**src/rtl/regfile_read_arbiter_if.sv**
```systemverilog
// ---------------------------------------------------------------------------
// regfile_read_arbiter_if
//
// Purpose:
//    Bundles every signal that passes between the register-file read arbiter
//    and its surroundings: the requesters, the 64:1 read mux, and the
//    returning read data.
//
// Parameters:
//    NUM_REQ - number of requesters (2..8)
//    ADDR_W  - register index width (the mux has 2^ADDR_W inputs)
//    DATA_W  - data word width
//
// Signals:
//    req        - per-requester read request, level, held until granted
//    addr       - packed register indices, requester i at [i*ADDR_W +: ADDR_W]
//    stall      - suppresses any grant in the current cycle
//    gnt        - one-hot combinational grant
//    mux_select - select driven into the register read mux
//    mux_data   - read mux output, combinational from mux_select
//    rdata      - registered read data
//    rvalid     - one-hot owner of rdata, one cycle after gnt
//    rid        - index of the owner of rdata, meaningful when |rvalid
//
// Modports:
//    slave  - the arbiter's view
//    master - the environment's view (requesters plus read mux)
// ---------------------------------------------------------------------------
interface regfile_read_arbiter_if #(
   parameter int NUM_REQ = 4,
   parameter int ADDR_W  = 6,
   parameter int DATA_W  = 32
);

   logic [NUM_REQ-1:0]        req;
   logic [NUM_REQ*ADDR_W-1:0] addr;
   logic                      stall;
   logic [NUM_REQ-1:0]        gnt;
   logic [ADDR_W-1:0]         mux_select;
   logic [DATA_W-1:0]         mux_data;
   logic [DATA_W-1:0]         rdata;
   logic [NUM_REQ-1:0]        rvalid;
   logic [2:0]                rid;

   modport slave (
      input  req,
      input  addr,
      input  stall,
      input  mux_data,
      output gnt,
      output mux_select,
      output rdata,
      output rvalid,
      output rid
   );

   modport master (
      output req,
      output addr,
      output stall,
      output mux_data,
      input  gnt,
      input  mux_select,
      input  rdata,
      input  rvalid,
      input  rid
   );

endinterface

```
**src/rtl/regfile_read_arbiter.sv**
```systemverilog
// ---------------------------------------------------------------------------
// regfile_read_arbiter
//
// Purpose:
//    Shares the single read port of the 64 x 32 register array among several
//    requesters (decode read port, debug/scan port, exception unit, ...).
//    Each cycle at most one requester is granted; its address drives the
//    read mux select and the selected word is registered, returning to the
//    winner one cycle later together with a one-hot rvalid and its index.
//
// Configuration macro:
//    ARB_ROUND_ROBIN_EN - when defined, the scan start pointer advances past
//                         each winner (round-robin). When undefined, the
//                         pointer is tied to 0 and arbitration is fixed
//                         priority with requester 0 highest.
//
// Ports:
//    clock   - sole clock, rising edge
//    reset_n - asynchronous active-low reset
//    bus     - regfile_read_arbiter_if.slave (req/addr/stall in, gnt and
//              mux_select out, mux_data in, rdata/rvalid/rid out)
//
// The module parameters must match those of the connected interface.
// ---------------------------------------------------------------------------
module regfile_read_arbiter #(
   parameter int NUM_REQ = 4,
   parameter int ADDR_W  = 6,
   parameter int DATA_W  = 32
) (
   input  logic                    clock,
   input  logic                    reset_n,
   regfile_read_arbiter_if.slave   bus
);

   localparam int PTR_W  = $clog2(NUM_REQ);
   localparam int SCAN_W = PTR_W + 1;

   logic [NUM_REQ-1:0] cand;
   logic [PTR_W-1:0]   ptr;
   logic [PTR_W-1:0]   winner;
   logic               found;
   logic [SCAN_W-1:0]  scan_idx;
   logic [NUM_REQ-1:0] gnt_c;
   logic [ADDR_W-1:0]  select_c;

   logic [DATA_W-1:0]  rdata_q;
   logic [NUM_REQ-1:0] rvalid_q;
   logic [2:0]         rid_q;

   // A stalled cycle removes every requester from the candidate set.
   assign cand = bus.req & ~{NUM_REQ{bus.stall}};

   // Scan upward from ptr with wrap-around; the first candidate found wins.
   // The index is one bit wider than ptr so ptr+k never overflows before
   // the explicit wrap, which also keeps it in range for non-power-of-two
   // requester counts.
   always_comb begin
      found    = 1'b0;
      winner   = '0;
      scan_idx = '0;
      for (int k = 0; k < NUM_REQ; k++) begin
         scan_idx = {1'b0, ptr} + SCAN_W'(k);
         if (scan_idx >= SCAN_W'(NUM_REQ)) begin
            scan_idx = scan_idx - SCAN_W'(NUM_REQ);
         end
         if (!found && cand[scan_idx[PTR_W-1:0]]) begin
            found  = 1'b1;
            winner = scan_idx[PTR_W-1:0];
         end
      end
   end

   // One-hot grant and the winner's address onto the mux select; both are
   // zero when nobody wins so the mux sits on entry 0 while idle.
   always_comb begin
      gnt_c    = '0;
      select_c = '0;
      if (found) begin
         gnt_c[winner] = 1'b1;
         select_c      = bus.addr[winner*ADDR_W +: ADDR_W];
      end
   end

`ifdef ARB_ROUND_ROBIN_EN
   // The pointer moves just past the latest winner so that winner has the
   // lowest priority next cycle; idle and stalled cycles leave it alone.
   always_ff @(posedge clock or negedge reset_n) begin
      if (!reset_n) begin
         ptr <= '0;
      end else if (found) begin
         if (winner == PTR_W'(NUM_REQ - 1)) begin
            ptr <= '0;
         end else begin
            ptr <= winner + 1'b1;
         end
      end
   end
`else
   // Fixed priority: the scan always starts at requester 0.
   assign ptr = '0;
`endif

   // Capture the mux output at the end of a grant cycle. Cycles without a
   // grant only drop rvalid, so the last word and owner stay visible. An
   // asynchronous reset between grant and capture discards the grant.
   always_ff @(posedge clock or negedge reset_n) begin
      if (!reset_n) begin
         rdata_q  <= '0;
         rvalid_q <= '0;
         rid_q    <= '0;
      end else if (found) begin
         rdata_q  <= bus.mux_data;
         rvalid_q <= gnt_c;
         rid_q    <= 3'(winner);
      end else begin
         rvalid_q <= '0;
      end
   end

   assign bus.gnt        = gnt_c;
   assign bus.mux_select = select_c;
   assign bus.rdata      = rdata_q;
   assign bus.rvalid     = rvalid_q;
   assign bus.rid        = rid_q;

endmodule

```
**src/flat_wrapper.sv**
```systemverilog
// flat-port wrapper written by rule: the top's interface ports become plain ports
module regfile_read_arbiter_flat 
#(
   parameter int NUM_REQ = 4,
   parameter int ADDR_W  = 6,
   parameter int DATA_W  = 32
)
  (clock, reset_n, bus_req, bus_addr, bus_stall, bus_mux_data, bus_gnt, bus_mux_select, bus_rdata, bus_rvalid, bus_rid);
  regfile_read_arbiter_if #(.NUM_REQ(NUM_REQ), .ADDR_W(ADDR_W), .DATA_W(DATA_W)) bus_i ();
  input  logic clock;
  input  logic reset_n;
  input wire logic [$bits(bus_i.req)-1:0] bus_req;
  input wire logic [$bits(bus_i.addr)-1:0] bus_addr;
  input wire logic [$bits(bus_i.stall)-1:0] bus_stall;
  input wire logic [$bits(bus_i.mux_data)-1:0] bus_mux_data;
  output wire logic [$bits(bus_i.gnt)-1:0] bus_gnt;
  output wire logic [$bits(bus_i.mux_select)-1:0] bus_mux_select;
  output wire logic [$bits(bus_i.rdata)-1:0] bus_rdata;
  output wire logic [$bits(bus_i.rvalid)-1:0] bus_rvalid;
  output wire logic [$bits(bus_i.rid)-1:0] bus_rid;
  assign bus_i.req = bus_req;
  assign bus_i.addr = bus_addr;
  assign bus_i.stall = bus_stall;
  assign bus_i.mux_data = bus_mux_data;
  assign bus_gnt = bus_i.gnt;
  assign bus_mux_select = bus_i.mux_select;
  assign bus_rdata = bus_i.rdata;
  assign bus_rvalid = bus_i.rvalid;
  assign bus_rid = bus_i.rid;
  regfile_read_arbiter #(.NUM_REQ(NUM_REQ), .ADDR_W(ADDR_W), .DATA_W(DATA_W)) u_core (.clock(clock), .reset_n(reset_n), .bus(bus_i));
endmodule
```
**config.mk**
```make
export PLATFORM = sky130hd
export DESIGN_NAME = regfile_read_arbiter_flat
export DESIGN_NICKNAME = d
export VERILOG_FILES = /design/src/rtl/regfile_read_arbiter_if.sv /design/src/rtl/regfile_read_arbiter.sv /design/src/flat_wrapper.sv
export SDC_FILE = /design/constraint.sdc
export NUM_CORES = 1
export LEC_CHECK = 0
export BUFFER_PORTS_ARGS = -buffer_cell sky130_fd_sc_hd__buf_4
export CAP_MARGIN = 5
export CORE_ASPECT_RATIO = 0.75
export CORE_MARGIN = 4
export CORE_UTILIZATION = 41
export CTS_CLUSTER_SIZE = 10
export DETAILED_ROUTE_END_ITERATION = 12
export PLACE_DENSITY = 0.86
export SETUP_SLACK_MARGIN = 0.02
export SKIP_LAST_GASP = 1
export SLEW_MARGIN = 5
export SYNTH_ARGS = -nofsm -noshare
export SYNTH_HDL_FRONTEND = slang
export SYNTH_SLANG_ARGS = --single-unit
```
**constraint.sdc**
```tcl
create_clock -name clock -period 0.9 [get_ports clock]
set_input_delay 0.09 -clock clock [delete_from_list [all_inputs] [get_ports clock]]
set_output_delay 0.09 -clock clock [all_outputs]
set_load 0.01 [all_outputs]
```
==> key figures <==
Status
  – Status: complete, but fails checks
  – Failing checks: setup timing

STA
  – Final period util: 112%
  – Final Skew: 0 ns
  – Unrepaired setup endpoints after global routing: true
  – Fmax: 0.991 GHz
  – Final Max Tran Viols: 0
  – Setup ws final: -0.109 ns
  – Final Hold Viols: 0
  – Hold Worst Slack: 0.0382 ns
  – Crit path time final: 1.01 ns
  – Final setup fails: 41

Setup path
  – Worst setup SP type: input pin
  – R2r endpoint: u_core.bus.rdata[10]$_DFFE_PN0P_
  – CP most frequent cell: buf_6
  – CP Max Fanout: 8
  – Worst Path Class, Setup: input pin to output pin
  – Arr. time, crit path: 0.92 ns
  – Crit-path max cell delay: 0.20 ns
  – Top cell family by delay on the critical path: buffers and inverters
  – Worst EP required: 0.81 ns
  – WP buf/inv: 4
  – Crit. End Element: output pin
  – Crit path cell chain: buf_6, clkinvlp_4, buf_6, nor3_4, buf_6
  – Reg2reg start: u_core.bus.rdata[10]$_DFFE_PN0P_
  – Crit-path slowest cell: nor3_4
  – Worst r2r path cells: 2
  – R2R setup slack: -0.04 ns

Die
  – Die W: 81.3 um
  – Core Region: 0.00378 mm^2
  – Top Ports: 112
  – Die Ht: 63.0 um
  – Initial Utilization: 43.7%
  – Row Count: 19
  – Die area: 0.00512 mm^2

Drt
  – WL/cell: 21.1 um
  – Post-route DRC violation count: 0
  – Final ANT Viol Nets: 0
  – DRT Pass-1 Iters: 4
  – Drt total wl: 6740 um
  – Drt initial violations: 74
  – Routed vias: 1662
  – DR vias/cell: 5.21

Synth
  – Gate Count Post-Synth: 124
  – Synth Warn #: 0
  – Share of the synthesized area in the top cell type: 57.6%
  – Yosys reg bits: 38
  – Synthesized area: 0.00165 mm^2
  – Synth Net Count: 187
  – Post-synthesis sequential area ratio: 57.6%
  – Synth cell types: 22
  – Syn_area_per_cell: 13.3 um^2
  – Post-synth top area cell: dfrtp_1
  – Synth top area cells: dfrtp_1 58%, mux2_2 22%, o21ai_0 3.6%

Run
  – Max Cap Viol: 0

Layout
  – Fin cells: 319
  – Core Util, Final: 90.4%
  – Filler cell count in the final layout: 136
  – Area delta synth->final: 107%
  – Nets: 329
  – Layout cells sized above 1: 77.5%
  – Fin area: 0.00342 mm^2
  – Diodes inserted: 0

GRT
  – Largest net degree at the start of global routing: 39
  – Most Crowded Layer GR: met2
  – Number of global-route vias before repair: 1750
  – M2 GR Usage: 40.1%
  – GRT Total Usage: 23.3%
  – Met1 GRT Util: 26.0%
  – First-pass GRT wire length: 8960 um
  – Gr ovfl total: 0
  – Met3 usage in global routing: 7.64%
  – Initial antenna violation count: 0

Place
  – Pre-CTS WS: -0.249 ns
  – RD Place Congestion: 0.832
  – DP HPWL: 3790 um
  – IO buf count: 110
  – Placed Cells: 291
  – Placed instance area: 0.00266 mm^2

Clock tree
  – CTS H-tree depth: 2
  – Worst-Skew Late Latency: 0.28 ns
  – TritonCTS clock tree: built
  – Inserted Clock Buffers: 5
  – Clock root buffer: clkbuf_8
  – Clk buf depth: 2
  – Worst-path clk slew: 0.08 ns
  – CTS sink count: 38

Worst hold path
  – Hold Path Sink: u_core.bus.rdata[11]$_DFFE_PN0P_
  – Worst min-delay path class: input pin to flop
  – Min-delay src: bus_mux_data[11]
  – Hold Path Stages: 2

Power and ir drop
  – Maximum vdd drop: 0.000866 V
  – Leakage: 1.66 nW
  – PwrDens: 1430 mW/mm^2
-- layer usage --
metal,wire length (um),up-vias
met2,3370,102
met3,629,24
li1,-,725
met4,235,0
met1,2500,811
met5,0,-
-- sequential cells by signal (all words and copies together), names as in the netlist --
name / flops
u_core.bus.rdata: 32
u_core.bus.rvalid: 4
u_core.bus.rid: 2
-- area by class of cell --
class	count	area [um^2]	share of cell area, %
tap	52	65.1	1.90
inverter	1	7.51	0.220
clock inverter	2	12.5	0.366
timing repair buffer	144	1450	42.3
multi-input combinational	76	853	25.0
clock buffer	6	82.6	2.42
sequential	38	951	27.8
-- where the power goes --
| group | total (mW) | switching [mW] | internal, mW |
|---|---|---|---|
| Clock | 1.21 | 0.598 | 0.616 |
| Sequential | 2.04 | 0.151 | 1.89 |
| Combinational | 1.63 | 0.591 | 1.04 |
| Total | 4.88 | 1.34 | 3.54 |
-- per-stage QoR --
stage          power, mW  TNS (ns)
2_1_floorplan       2.49     -5.51
3_3_place_gp        3.13     -7.85
3_5_place_dp        3.16     -8.50
4_1_cts             4.69    -0.256
5_1_grt             5.06     -2.36
6_report            4.88     -1.00
-- cells in the final DEF, fill, tap and decap left out, types with 2 or more instances in the layout --
cell type	Yosys	routed
o21ai_2	0	3
nor2b_2	0	4
clkinvlp_4	0	2
o21ai_1	0	9
o22a_1	2	2
clkbuf_8	0	6
nand2_4	0	2
clkbuf_16	0	2
buf_12	0	6
mux2_4	0	14
mux2_2	32	18
dfrtp_1	38	38
buf_6	3	54
buf_8	0	4
nor2_4	1	2
nor2_1	4	3
nor2b_4	0	2
a221oi_2	0	2
a221oi_4	0	4
nand2_1	6	3
buf_4	2	76
-- worst reg2reg max path, cell delays in order (launching register included) --
cell	delay (ns)
dfrtp_1	0.43
buf_6	0.14
mux2_4	0.26
-- logic make-up (layout without fill, tap and decap cells) --
group                  after synthesis  in the layout  share of synthesized area, %
other                                1              1                         0.227
flip-flops                          38             38                          57.6
AO/OA/AOI/OAI                       22             22                          9.17
multiplexers                        32             32                          21.8
AND/OR/NAND/NOR                     21             21                          6.97
buffers and inverters               10            153                          4.24
-- synthesized netlist by cell type --
cell / n
a221oi_1: 6
nor2b_1: 6
clkbuf_1: 2
nor2_1: 4
dfrtp_1: 38
nor4bb_1: 1
conb_1: 1
buf_2: 1
buf_6: 3
inv_1: 1
nor2_4: 1
o21ai_0: 12
buf_4: 2
and2b_1: 1
o22a_1: 2
nor3_1: 1
a21oi_1: 1
mux2_2: 32
nand2_1: 6
and3_1: 1
a21oi_4: 1
clkbuf_2: 1
-- worst max-delay path by stage --
stage	end	slack, ns	cells past startpoint	start
2_1_floorplan	u_core.bus.rdata[10]$_DFFE_PN0P_	-0.19	5	bus_req[3]
3_3_place_gp	u_core.bus.rdata[21]$_DFFE_PN0P_	-0.22	5	bus_req[1]
3_5_place_dp	u_core.bus.rdata[5]$_DFFE_PN0P_	-0.25	5	bus_req[1]
4_1_cts	bus_mux_select[0]	-0.04	5	bus_req[2]
5_1_grt	bus_mux_select[4]	-0.13	7	bus_req[0]
6_report	bus_gnt[1]	-0.11	5	bus_req[1]
-- what timing repair did --
action,in CTS,in global routing
gates resized for setup,82,26
setup endpoints to repair,45,76
cloned,1,4
pin swaps,14,7
hold buffers,1,0
buffers inserted,12,2
endpoints found under the hold margin,38,0
No activity file was read; power rests on OpenSTA's default activity.
